<file path="src/rtl/encoder_pkg.sv">
// Shared definitions for the quadrature encoder generator: FSM state codes,
// the forward/reverse A/B phase sequences and default widths.
package encoder_pkg;

  localparam int DEF_POS_W    = 32;
  localparam int DEF_PERIOD_W = 16;

  localparam logic [1:0] ST_IDLE = 2'd0;
  localparam logic [1:0] ST_RUN  = 2'd1;
  localparam logic [1:0] ST_DONE = 2'd2;

  // Entry i of a sequence sits at bits [2*i+1:2*i], AB packed as {a, b}.
  localparam logic [7:0] FWD_SEQ = {2'b10, 2'b11, 2'b01, 2'b00};
  localparam logic [7:0] REV_SEQ = {2'b01, 2'b11, 2'b10, 2'b00};

  // Phase that follows ab in the chosen direction; one bit changes per call.
  function automatic logic [1:0] next_phase(input logic [1:0] ab, input logic fwd);
    logic [7:0] seq;
    logic [1:0] nxt;
    seq = fwd ? FWD_SEQ : REV_SEQ;
    nxt = seq[1:0];
    for (int i = 0; i < 4; i++) begin
      if (seq[2*i +: 2] == ab) nxt = seq[2*((i+1)%4) +: 2];
    end
    return nxt;
  endfunction

endpackage

</file>
<file path="src/rtl/encoder_edge_timer.sv">
// Loadable down-counter: after a load of period P (0 treated as 1) it emits a
// one-cycle tick on every P-th cycle in which count_en is high.
module encoder_edge_timer
  import encoder_pkg::*;
#(
  parameter int PERIOD_W = DEF_PERIOD_W
) (
  input  logic                clk,
  input  logic                reset_n,
  input  logic                load,
  input  logic                clear,
  input  logic                count_en,
  input  logic [PERIOD_W-1:0] period,
  output logic                tick
);

  localparam logic [PERIOD_W-1:0] ONE = PERIOD_W'(1);

  logic [PERIOD_W-1:0] count;
  logic [PERIOD_W-1:0] period_q;
  logic [PERIOD_W-1:0] period_eff;

  assign period_eff = (period == '0) ? ONE : period;
  assign tick       = count_en && (count == ONE);

  always_ff @(posedge clk or negedge reset_n) begin
    if (!reset_n) begin
      count    <= '0;
      period_q <= '0;
    end else if (clear) begin
      count    <= '0;
    end else if (load) begin
      count    <= period_eff;
      period_q <= period_eff;
    end else if (count_en) begin
      // Reload on the tick so successive steps stay exactly P cycles apart.
      if (count == ONE)       count <= period_q;
      else if (count != '0)   count <= count - ONE;
    end
  end

endmodule

</file>
<file path="src/rtl/quad_encoder_gen.sv">
// Quadrature encoder generator: accepts a signed step count and a step period,
// then walks enc_a/enc_b through the Gray phase sequence while tracking position.
module quad_encoder_gen
  import encoder_pkg::*;
#(
  parameter int POS_W    = DEF_POS_W,
  parameter int PERIOD_W = DEF_PERIOD_W
) (
  input  logic                clk,
  input  logic                reset_n,
  input  logic                enable,
  input  logic                cmd_valid,
  output logic                cmd_ready,
  input  logic [POS_W-1:0]    cmd_steps,
  input  logic [PERIOD_W-1:0] cmd_period,
  input  logic                abort,
  output logic                enc_a,
  output logic                enc_b,
  output logic [POS_W-1:0]    position,
  output logic                direction,
  output logic                busy,
  output logic                done,
  output logic [1:0]          state_dbg
);

  // Command handshake: a command transfers on a rising edge where
  // cmd_valid && cmd_ready; cmd_ready is high only in IDLE.

  localparam logic [POS_W-1:0] POS_ONE = POS_W'(1);

  logic [1:0]       state;
  logic [1:0]       phase;
  logic [POS_W-1:0] remaining;
  logic [POS_W-1:0] step_mag;
  logic             accept;
  logic             steps_zero;
  logic             tick;
  logic             count_en;
  logic             last_step;
  logic             timer_clear;

  assign accept     = cmd_valid && (state == ST_IDLE);
  assign steps_zero = (cmd_steps == '0);
  // Two's-complement magnitude; the most negative value maps to 2^(POS_W-1).
  assign step_mag   = cmd_steps[POS_W-1] ? ((~cmd_steps) + POS_ONE) : cmd_steps;

  assign count_en    = enable && (state == ST_RUN);
  assign last_step   = tick && (remaining == POS_ONE);
  assign timer_clear = (state == ST_RUN) && (abort || last_step);

  encoder_edge_timer #(
    .PERIOD_W (PERIOD_W)
  ) u_timer (
    .clk      (clk),
    .reset_n  (reset_n),
    .load     (accept && !steps_zero),
    .clear    (timer_clear),
    .count_en (count_en),
    .period   (cmd_period),
    .tick     (tick)
  );

  always_ff @(posedge clk or negedge reset_n) begin
    if (!reset_n) begin
      state     <= ST_IDLE;
      phase     <= 2'b00;
      position  <= '0;
      direction <= 1'b0;
      remaining <= '0;
    end else begin
      case (state)
        ST_IDLE: begin
          if (accept) begin
            if (steps_zero) begin
              state <= ST_DONE;
            end else begin
              remaining <= step_mag;
              direction <= !cmd_steps[POS_W-1];
              state     <= ST_RUN;
            end
          end
        end
        ST_RUN: begin
          // Abort wins over a step that falls due on the same edge.
          if (abort) begin
            remaining <= '0;
            state     <= ST_DONE;
          end else if (tick) begin
            phase     <= next_phase(phase, direction);
            position  <= direction ? (position + POS_ONE) : (position - POS_ONE);
            remaining <= remaining - POS_ONE;
            if (last_step) state <= ST_DONE;
          end
        end
        ST_DONE: state <= ST_IDLE;
        default: state <= ST_IDLE;
      endcase
    end
  end

  assign enc_a     = phase[1];
  assign enc_b     = phase[0];
  assign cmd_ready = (state == ST_IDLE);
  assign busy      = (state == ST_RUN);
  assign done      = (state == ST_DONE);
  assign state_dbg = state;

endmodule
</file>
<file path="config.mk">
export PLATFORM = sky130hd
export DESIGN_NAME = quad_encoder_gen
export DESIGN_NICKNAME = d
export VERILOG_FILES = /design/src/rtl/encoder_pkg.sv /design/src/rtl/encoder_edge_timer.sv /design/src/rtl/quad_encoder_gen.sv
export SDC_FILE = /design/constraint.sdc
export NUM_CORES = 1
export LEC_CHECK = 0
export CORE_MARGIN = 4
export CORE_UTILIZATION = 50
export DETAILED_ROUTE_END_ITERATION = 8
export PLACE_DENSITY = 0.73
export SETUP_SLACK_MARGIN = 0.4
export SYNTH_ARGS = -nofsm -noshare
export SYNTH_HDL_FRONTEND = slang
export SYNTH_SLANG_ARGS = --single-unit
</file>
<file path="constraint.sdc">
create_clock -name clk -period 8.65 [get_ports clk]
set_clock_uncertainty 0.15 [all_clocks]
set_input_delay 0.865 -clock clk [delete_from_list [all_inputs] [get_ports clk]]
set_output_delay 0.865 -clock clk [all_outputs]
set_load 0.01 [all_outputs]
</file>
# After elaboration in Yosys (flattened, before gate mapping)

Cells that the tools add are included.

Flip-flop bits (word level): 101
Latch bits: 0
RAM bits: 0
Memory bits (read-only): 0
Output and inout port bits: 40
Word-level logic and storage cells: 74
Memories: 0

Add/sub/neg operators: 5
Multiply operators: 0
Div/mod/pow operators: 0
Magnitude comparators: 0
Eq/ne operators: 12
Shift-type cells: 0
Muxes and demuxes: 24
Bitwise gates (word level): 4
Reduce and logical (&&, ||, !) cells: 22

Operator list:

| operator                                              | number |
|---|---|
| two-way mux 32 bit                                    | 6 |
| two-way mux 16 bit                                    | 6 |
| adder 32 x 1 -> 32 bit (second input constant)        | 2 |
| case mux 32 bit (2 select lines)                      | 1 |
| subtractor 32 x 1 -> 32 bit (second input constant)   | 2 |
| equality test 32 x 1 -> 1 bit (second input constant) | 1 |
| logical NOT 32 bit                                    | 1 |
| inverter 32 bit                                       | 1 |
| two-way mux 2 bit                                     | 9 |
| equality test 16 x 1 -> 1 bit (second input constant) | 1 |
| logical NOT 16 bit                                    | 1 |
| nonzero test 16 bit                                   | 1 |
| subtractor 16 x 1 -> 16 bit (second input constant)   | 1 |
| AND reduction 3 bit                                   | 3 |
| equality test 2 bit                                   | 4 |
| two-way mux 8 bit                                     | 1 |
| logical AND 1 bit                                     | 6 |
| != test 3 x 2 -> 1 bit (second input constant)        | 2 |
| case mux 2 bit (2 select lines)                       | 1 |
| AND reduction 2 bit                                   | 2 |
| AND reduction 4 bit                                   | 1 |
| nonzero test 4 bit                                    | 1 |
| inverter 1 bit                                        | 3 |
| nonzero test 3 bit                                    | 1 |
| 8 further kinds                                       | 9 |

# Logic depth before layout (Yosys ltp)

Gate-level depths: netlist of the first run.

Depth after elaboration: 8
Gate-level depth with buffers: 12
Mapped depth without buffers: 10

# Cells and area by module

From an unflattened synthesis of the first run, not the netlist that was laid out.

Cell total of the unflattened synthesis: 870
Area, all modules: 7470.9 um^2

By module, submodules not included:

| module             | times used | cells an instance | area an instance (um^2) |
|---|---|---|---|
| quad_encoder_gen   | 1          | 686               | 5571.6 |
| encoder_edge_timer | 1          | 184               | 1899.3 |

# Least setup slack after synthesis of the first run

Ideal clock, no wire load.

Path kind: register -> register
Start: register direction
End: register position[19]
Setup time: 0.095 ns
Data arrival time: 3.313 ns
Slack: 5.092 ns
Stages on the path, launching flop included: 12
Buffers on the path: 1
Path through: dfrtp_1 clkbuf_1 inv_1 ha_1 and3_1 a211oi_1 o21ai_0 o211a_1 o21a_1 o21a_1 o21a_1 o31ai_1

Word-level cells in the longest chain between the ends: 1

RTL lines:

| what                   | RTL line               | source |
|---|---|---|
| start, declared        | quad_encoder_gen.sv:20 | `output logic direction,` |
| start signal, assigned | quad_encoder_gen.sv:78 | `direction <= !cmd_steps[POS_W-1];` |
| two-way mux 32 bit     | quad_encoder_gen.sv:90 | `position <= direction ? (position + POS_ONE) : (position - POS_ONE);` |
| end signal, assigned   | quad_encoder_gen.sv:90 |  |
| end, declared          | quad_encoder_gen.sv:19 | `output logic [POS_W-1:0] position,` |

No other way between the ends.
A chain may end at the register's enable or synchronous reset.

# Worst setup path after layout of the first run

Start: register u_timer.count[6]
End: register position[26]

Word-level cells in the longest chain between the ends: 3

RTL lines:

| what                          | RTL line                 | source |
|---|---|---|
| start, declared               | encoder_edge_timer.sv:19 | `logic [PERIOD_W-1:0] count;` |
| start signal, assigned        | encoder_edge_timer.sv:33 | `count <= period_eff;` |
| start signal, assigned        | encoder_edge_timer.sv:37 | `if (count == ONE) count <= period_q;` |
| start signal, assigned        | encoder_edge_timer.sv:38 | `else if (count != '0) count <= count - ONE;` |
| equality test 16 x 1 -> 1 bit | encoder_edge_timer.sv:24 | `assign tick = count_en && (count == ONE);` |
| logical AND 1 bit             | encoder_edge_timer.sv:24 |  |
| AND reduction 3 bit (no line) | --                       |  |

No other way between the ends.

==> insert_results.sql, run 1 <==
INSERT INTO impl_metrics (metric_group, metric, value, unit) VALUES
('cells_and_area', 'multi_input_comb_area', '4582', 'sq um'),
('setup_path', 'criticalPathCategory', 'reg -> reg', ''),
('cells_and_area', 'total_area_of_sequential_cells', '2527', 'sq um'),
('synthesis', 'syn-instance-count', '932', ''),
('synthesis', 'synth-async-reset-ratio', '100.0', '%'),
('setup_path', 'crit_path_max_fanout', '65', ''),
('drt', 'drt_pass1_iterations', '5', ''),
('sta', 'setup_violations_final', '0', ''),
('synthesis', 'synth_sequential_area_ratio', '34.28', '%'),
('drt', 'drtAntennaViolNets', '0', ''),
('power', 'post-layout-total-power', '2.139', 'mW'),
('sta', 'tightest_slew', '1144', 'ps'),
('sta', 'setup_tns', '0', 'ps'),
('synthesis', 'synth.distinct_cells', '61', ''),
('clock_network', 'clock_path_buffers', '2', ''),
('setup_path', 'critPathRequiredTime', '8800', 'ps'),
('drt', 'dr.first_iter.drc_count', '443', ''),
('clock_network', 'cts_root_buffer', 'sky130_fd_sc_hd__clkbuf_16', ''),
('outcome', 'outcome', 'finished, final reports clean', ''),
('drt', 'viasPerCell', '5.897', ''),
('cells_and_area', 'final_core_utilization', '60.07', '%'),
('sta', 'timing.slew.headroom', '23.06', '%'),
('synthesis', 'synth.cell_area', '7372', 'sq um'),
('synthesis', 'postSynth.topFlopCell', 'sky130_fd_sc_hd__dfrtp_1', ''),
('drt', 'avgRoutedWirePerCell', '15.89', 'um'),
('floorplanning', 'core', '14480', 'sq um'),
('power', 'pwr_density_cell', '246.0', 'nW/um^2'),
('synthesis', 'synth.net_count', '1021', ''),
('clock_network', 'tritoncts', 'yes', ''),
('placement', 'io_buffers', '92', ''),
('floorplanning', 'dieHeight', '129.4', 'um'),
('clock_network', 'cts_resized', '0', ''),
('run', 'max_cap_viol_count', '0', ''),
('drt', 'detail_route.drc_violations', '0', ''),
('cells_and_area', 'antenna_cells_inserted', '0', ''),
('floorplanning', 'dieWidth', '129.4', 'um'),
('clock_network', 'post_cts_buffers', '0', ''),
('grt', 'gr-usage-all-layers', '23.26', '%'),
('floorplanning', 'initial_cell_density_of_the_core', '50.92', '%'),
('clock_network', 'cts.htree.levels', '3', ''),
('setup_path', 'cp-start-kind', 'flip-flop', ''),
('clock_network', 'cts_buffers', '9', ''),
('cells_and_area', 'finish.net_count', '1087', ''),
('grt', 'first_global_vias', '6723', ''),
('sta', 'grt_setup_unrepaired', 'false', ''),
('grt', 'initial_antenna_violation_count', '0', ''),
('floorplanning', 'std_cell_rows', '44', ''),
('synthesis', 'synth_edf_count', '0', ''),
('placement', 'gp_routability_congestion', '0.9077', ''),
('synthesis', 'synth_area_per_cell', '7.910', 'sq um'),
('clock_network', 'cts.sink_count', '101', ''),
('power', 'max-vdd-ir-drop', '0.1182', 'mV'),
('grt', 'grt_max_degree', '78', ''),
('cells_and_area', 'area_growth', '17.97', '%'),
('floorplanning', 'design.die.area', '16750', 'sq um'),
('sta', 'final.period_utilization', '46.85', '%'),
('placement', 'dp_hpwl', '13520', 'um'),
('synthesis', 'ys_ff_latch', '101', ''),
('cells_and_area', 'layout.filler_cells', '1326', ''),
('clock_network', 'cts.hold.buffers_added', '0', ''),
('sta', 'number_of_hold_violations_in_the_final_report', '0', ''),
('setup_path', 'critPathCaptureType', 'flip-flop', ''),
('grt', 'gr-total-overflow', '0', ''),
('sta', 'post-route-min-period', '4052', 'ps'),
('clock_network', 'path_clk_slew', '80', 'ps'),
('drt', 'wirelength', '18840', 'um'),
('floorplanning', 'ioPinCount', '93', ''),
('synthesis', 'synth-warning-count', '0', ''),
('grt', 'wire_length_of_the_first_global_routing_pass', '32330', 'um'),
('drt', 'dr_total_vias', '6994', ''),
('hold_path', 'min-delay-path-class', 'in -> async', ''),
('clock_network', 'worst_skew_pair.late_latency', '360', 'ps'),
('power', 'leakage_power_figure', '3.647', 'nW'),
('setup_path', 'worst-endpoint-arrival', '4200', 'ps'),
('sta', 'drv_slew', '0', ''),
('cells_and_area', 'drive_gt1_share', '4.092', '%'),
('sta', 'max_freq', '0.2468', 'GHz');
## cells by family after synthesis
group / after synthesis / synth area share (%)
adders and majority gates: 36 / 6.212
xor gates and xnor gates: 59 / 7.010
buffers and inverters: 66 / 3.581
DFF: 101 / 34.28
AOI/OAI and AO/OA: 325 / 26.83
and+or+nand+nor: 343 / 21.81
muxes: 2 / 0.2716
## synth_stat cells, types with 16 or more instances
| library cell | count | share of area, % |
|---|---|---|
| sky130_fd_sc_hd__dfrtp_1 | 101 | 34 |
| sky130_fd_sc_hd__clkbuf_1 | 33 | 1.7 |
| sky130_fd_sc_hd__nor2_1 | 67 | 3.4 |
| sky130_fd_sc_hd__nand3_1 | 21 | 1.4 |
| sky130_fd_sc_hd__nand2_1 | 145 | 7.4 |
| sky130_fd_sc_hd__xor2_1 | 32 | 3.8 |
| sky130_fd_sc_hd__ha_1 | 35 | 5.9 |
| sky130_fd_sc_hd__inv_1 | 23 | 1.2 |
| sky130_fd_sc_hd__o21ai_0 | 121 | 8.2 |
| sky130_fd_sc_hd__xnor2_1 | 27 | 3.2 |
| sky130_fd_sc_hd__nor3_1 | 31 | 2.1 |
| sky130_fd_sc_hd__nor4_1 | 16 | 1.4 |
| sky130_fd_sc_hd__a21oi_1 | 75 | 5.1 |
## stage by stage
| step | setup WS, ps | area (sq um) | cells | hold slack (ps) |
|---|---|---|---|---|
| 6_report | 4598 | 8697 | 1186 | 261.4 |
| 5_1_grt | 4266 | 8697 | 1186 | 282.4 |
| 4_1_cts | 4579 | 8697 | 1186 | 270.6 |
| 3_5_place_dp | 4468 | 8389 | 1171 | 314.7 |
| 3_3_place_gp | 4513 | 8389 | 1171 | 311.2 |
| 2_1_floorplan | 5092 | 7372 | 932 | 290.4 |
## report_power, final
group	switching, mW	leakage, nW	total (mW)	internal, mW
registers	0.140	1.31	0.755	0.615
clock network	0.186	0.149	0.427	0.241
logic	0.571	2.19	0.957	0.386
total	0.897	3.65	2.14	1.24
## layout make-up
type | instances | area share [%]
Multi-Input combinational cell | 765 | 52.68
Sequential cell | 101 | 29.06
Timing Repair Buffer | 98 | 11.08
Clock buffer | 11 | 2.906
Tap cell | 184 | 2.647
Inverter | 23 | 0.9927
Clock inverter | 4 | 0.6330
## layout by cell type (no fill, tap or decap), drive strengths merged, types with 9 or more instances in the layout
cell type / n
nand2: 145
o21ai: 132
dfrtp: 101
clkdlybuf4s50: 91
a21oi: 75
nor2: 67
ha: 35
nor3: 33
xor2: 32
xnor2: 27
inv: 25
nand3: 21
nor4: 17
o22ai: 15
a22o: 11
o31ai: 11
a21o: 11
clkbuf: 11
or3: 10
o41ai: 10
nand2b: 9
a31oi: 9
o21a: 9
## final timing paths
kind	startpoint	end	slack [ps]	depth (start not counted)
worst max-delay path	u_timer.count[6]	position[26]	4600	7
worst min-delay path	reset_n	position[26]	260	1
worst max register to register	u_timer.count[6]	position[26]	4600	7
worst min register to register	position[31]	position[31]	330	1
max in group asynchronous	reset_n	u_timer.period_q[8]	6800	2
min in group clk	position[31]	position[31]	330	1
## worst max-delay path: stages, from the launching register on
cell and delay (ps):
sky130_fd_sc_hd__dfrtp_1 430, sky130_fd_sc_hd__or4_1 630, sky130_fd_sc_hd__nor3_2 310, sky130_fd_sc_hd__nand3_1 740
sky130_fd_sc_hd__or3_2 1160, sky130_fd_sc_hd__o31ai_1 390, sky130_fd_sc_hd__a21oi_1 60, sky130_fd_sc_hd__nand2_1 100
## layer usage
| layer | vias to the layer above | track usage [%] | routed length, um |
|---|---|---|---|
| met5 | - | 0 | 0 |
| met4 | 0 | 6.418 | 393 |
| met3 | 31 | 4.369 | 837 |
| met2 | 181 | 38.02 | 8799 |
| met1 | 3248 | 31.85 | 8812 |
| li1 | 3534 | - | - |
## registers in the layout (all words and copies together), names as in the netlist
register and flops:
direction 1, u_timer.count 16, phase 2, remaining 32, position 32, u_timer.period_q 16
state_dbg 2
Note: power is estimated with default switching activity, not from simulation.
==> run 2: changes to the inputs <==
- clock period: 8.65 -> 4 ns (I/O delays scaled with it)
==> run 2 against run 1 <==
- count of clock-buffer cells in the layout decreased by 1
- total power up 110%
- sequential share of layout area decreased by 0.16 points
- die area unchanged
- critical path depth rose by 1
- sequential cell count is the same
- final area grew 0.56%
- global-route usage barely moved
- non-clock buffer count up 9
- combinational power grew 120%
- critical endpoint unchanged
==> insert_results.sql, run 2 (same netlist as run 1, synthesis figures left out) <==
INSERT INTO impl_metrics (metric_group, metric, value, unit) VALUES
('sta', 'max_freq', '0.3032', 'GHz'),
('sta', 'drv_slew', '0', ''),
('outcome', 'outcome', 'finished, final reports clean', ''),
('cells_and_area', 'multi_input_comb_area', '4596', 'sq um'),
('placement', 'dp_hpwl', '13940', 'um'),
('cells_and_area', 'area_growth', '18.64', '%'),
('clock_network', 'tritoncts', 'yes', ''),
('drt', 'detail_route.drc_violations', '0', ''),
('grt', 'first_global_vias', '6578', ''),
('cells_and_area', 'layout.filler_cells', '1319', ''),
('setup_path', 'critPathCaptureType', 'flip-flop', ''),
('setup_path', 'worst-endpoint-arrival', '3450', 'ps'),
('power', 'pwr_density_cell', '521.9', 'nW/um^2'),
('cells_and_area', 'reg_top3', 'position (32), remaining (32)', ''),
('floorplanning', 'core', '14480', 'sq um'),
('drt', 'dr.first_iter.drc_count', '534', ''),
('drt', 'wirelength', '19010', 'um'),
('sta', 'setup_tns', '0', 'ps'),
('setup_path', 'worst_path_buf_inv', '1', ''),
('setup_path', 'timing.critical_path.cells', 'or4_1, nor3_2, nand3_1, buf_4, or3_2, o31ai_1, a21oi_1, nand2_1', ''),
('cells_and_area', 'finish.net_count', '1096', ''),
('drt', 'dr_total_vias', '7066', ''),
('setup_path', 'timing.rr.start', 'u_timer.count[6]', ''),
('clock_network', 'cts_root_buffer', 'sky130_fd_sc_hd__clkbuf_16', ''),
('grt', 'grt_max_degree', '66', ''),
('grt', 'gr-max-usage-layer', 'met2', ''),
('floorplanning', 'dieHeight', '129.4', 'um'),
('setup_path', 'critical_path.reg2reg.endpoint', 'position[26]', ''),
('setup_path', 'crit_path_max_fanout', '65', ''),
('floorplanning', 'ioPinCount', '93', ''),
('drt', 'drtAntennaViolNets', '0', ''),
('setup_path', 'critical_path_depth', '8', ''),
('floorplanning', 'std_cell_rows', '44', ''),
('clock_network', 'cts.sink_count', '101', ''),
('grt', 'initial_antenna_violation_count', '0', ''),
('grt', 'gr-usage-all-layers', '23.28', '%'),
('floorplanning', 'dieWidth', '129.4', 'um'),
('sta', 'hold_ws', '316.7', 'ps'),
('power', 'leakage_power_figure', '3.676', 'nW'),
('placement', 'io_buffers', '92', ''),
('drt', 'viasPerCell', '5.908', ''),
('sta', 'post-route-min-period', '3298', 'ps'),
('hold_path', 'min-delay-path-class', 'reg -> reg', ''),
('sta', 'final.period_utilization', '82.45', '%'),
('run', 'max_cap_viol_count', '0', ''),
('setup_path', 'worstSetupEndpoint', 'position[26]', ''),
('clock_network', 'cts.htree.levels', '3', ''),
('drt', 'avgRoutedWirePerCell', '15.89', 'um'),
('grt', 'groute.layer.met1.usage', '31.29', '%'),
('cells_and_area', 'total_area_of_sequential_cells', '2527', 'sq um'),
('grt', 'gr-total-overflow', '0', ''),
('clock_network', 'cts_buffers', '9', ''),
('setup_path', 'r2r_slack', '700', 'ps'),
('grt', 'gr-usage-met2', '39.33', '%'),
('sta', 'number_of_hold_violations_in_the_final_report', '0', ''),
('setup_path', 'criticalPathCategory', 'reg -> reg', ''),
('clock_network', 'clock_path_buffers', '2', ''),
('setup_path', 'crit_start', 'u_timer.count[6]', ''),
('sta', 'grt_setup_unrepaired', 'false', ''),
('cells_and_area', 'final_common_cell', 'sky130_fd_sc_hd__nand2_1', ''),
('setup_path', 'max_stage_delay_cell_worst_path', 'sky130_fd_sc_hd__or3_2', ''),
('floorplanning', 'design.die.area', '16750', 'sq um'),
('power', 'max-vdd-ir-drop', '0.4263', 'mV'),
('drt', 'drt_pass1_iterations', '5', ''),
('sta', 'timing.slew.headroom', '29.74', '%'),
('setup_path', 'critPathRequiredTime', '4150', 'ps'),
('clock_network', 'path_clk_slew', '70', 'ps'),
('cells_and_area', 'drive_gt1_share', '4.941', '%'),
('setup_path', 'timing.critical_path.slowest_cell_delay', '880', 'ps'),
('placement', 'gp_routability_congestion', '0.9087', ''),
('setup_path', 'timing.reg2reg.worst_path_depth', '8', ''),
('sta', 'setup_violations_final', '0', ''),
('grt', 'wire_length_of_the_first_global_routing_pass', '31930', 'um'),
('grt', 'routing_usage_on_met3', '4.246', '%'),
('setup_path', 'cp-start-kind', 'flip-flop', ''),
('cells_and_area', 'final_cell_mix', 'sky130_fd_sc_hd__nand2_1 (145), sky130_fd_sc_hd__o21ai_0 (121), sky130_fd_sc_hd__dfrtp_1 (101)', ''),
('cells_and_area', 'antenna_cells_inserted', '0', ''),
('floorplanning', 'initial_cell_density_of_the_core', '50.92', '%'),
('setup_path', 'crit_family', 'simple AND/OR/NAND/NOR gates', ''),
('sta', 'tightest_slew', '1054', 'ps'),
('clock_network', 'worst_skew_pair.late_latency', '360', 'ps');
[run 2: cell types whose count changed in the layout (fill, tap and decap cells not counted), sizes merged]
cell and delta:
buf +8, bufinv -1, clkbuf -1, clkinv +5
dlygate4sd3 +1, inv -2
[run 2: final cells by class]
cell class                      instances  share of cell area, %
Clock buffer                           10                  2.618
Clock inverter                          6                 0.4578
Inverter                               23                 0.9871
Multi-Input combinational cell        765                  52.55
Sequential cell                       101                  28.90
Tap cell                              184                  2.632
Timing Repair Buffer                  107                  11.86
[run 2: report_power, final]
part           total (mW)  switching [mW]  internal [mW]
Combinational        2.11            1.25          0.858
Clock               0.831           0.409          0.422
Sequential           1.62           0.294           1.33
Total                4.56            1.95           2.61
[run 2: worst min-delay path by stage]
stage | endpoint | cells past startpoint | slack (ps) | start
2_1_floorplan | direction | 0 | -50 | reset_n
3_3_place_gp | position[8] | 1 | 290 | reset_n
3_5_place_dp | position[10] | 1 | 290 | reset_n
4_1_cts | position[31] | 1 | 330 | position[31]
5_1_grt | position[31] | 1 | 330 | position[31]
6_report | position[31] | 1 | 320 | position[31]
[run 2: repair_timing]
action                                 CTS  global route
buffers inserted                         0             0
setup endpoints to repair                0            10
resized for setup                        0             4
endpoints found under the hold margin   41             0
hold buffers                             1             0
[run 2: stage by stage]
step	power, mW	cells	setup slack [ps]	cell area (sq um)	utilization, %
5_1_grt	4.935	1196	407.2	8746	60.40
3_3_place_gp	3.673	1179	563.0	8449	58.36
2_1_floorplan	3.117	932	442.0	7372	-
4_1_cts	4.557	1196	600.1	8728	60.28
3_5_place_dp	3.711	1179	490.9	8449	58.36
6_report	4.564	1196	701.8	8746	60.40
[run 2: routing by layer]
layer	part of all wire, %	routed length, um
met1	46	8756
met2	48	9048
met3	5.2	980
met4	1.2	224
met5	0	0
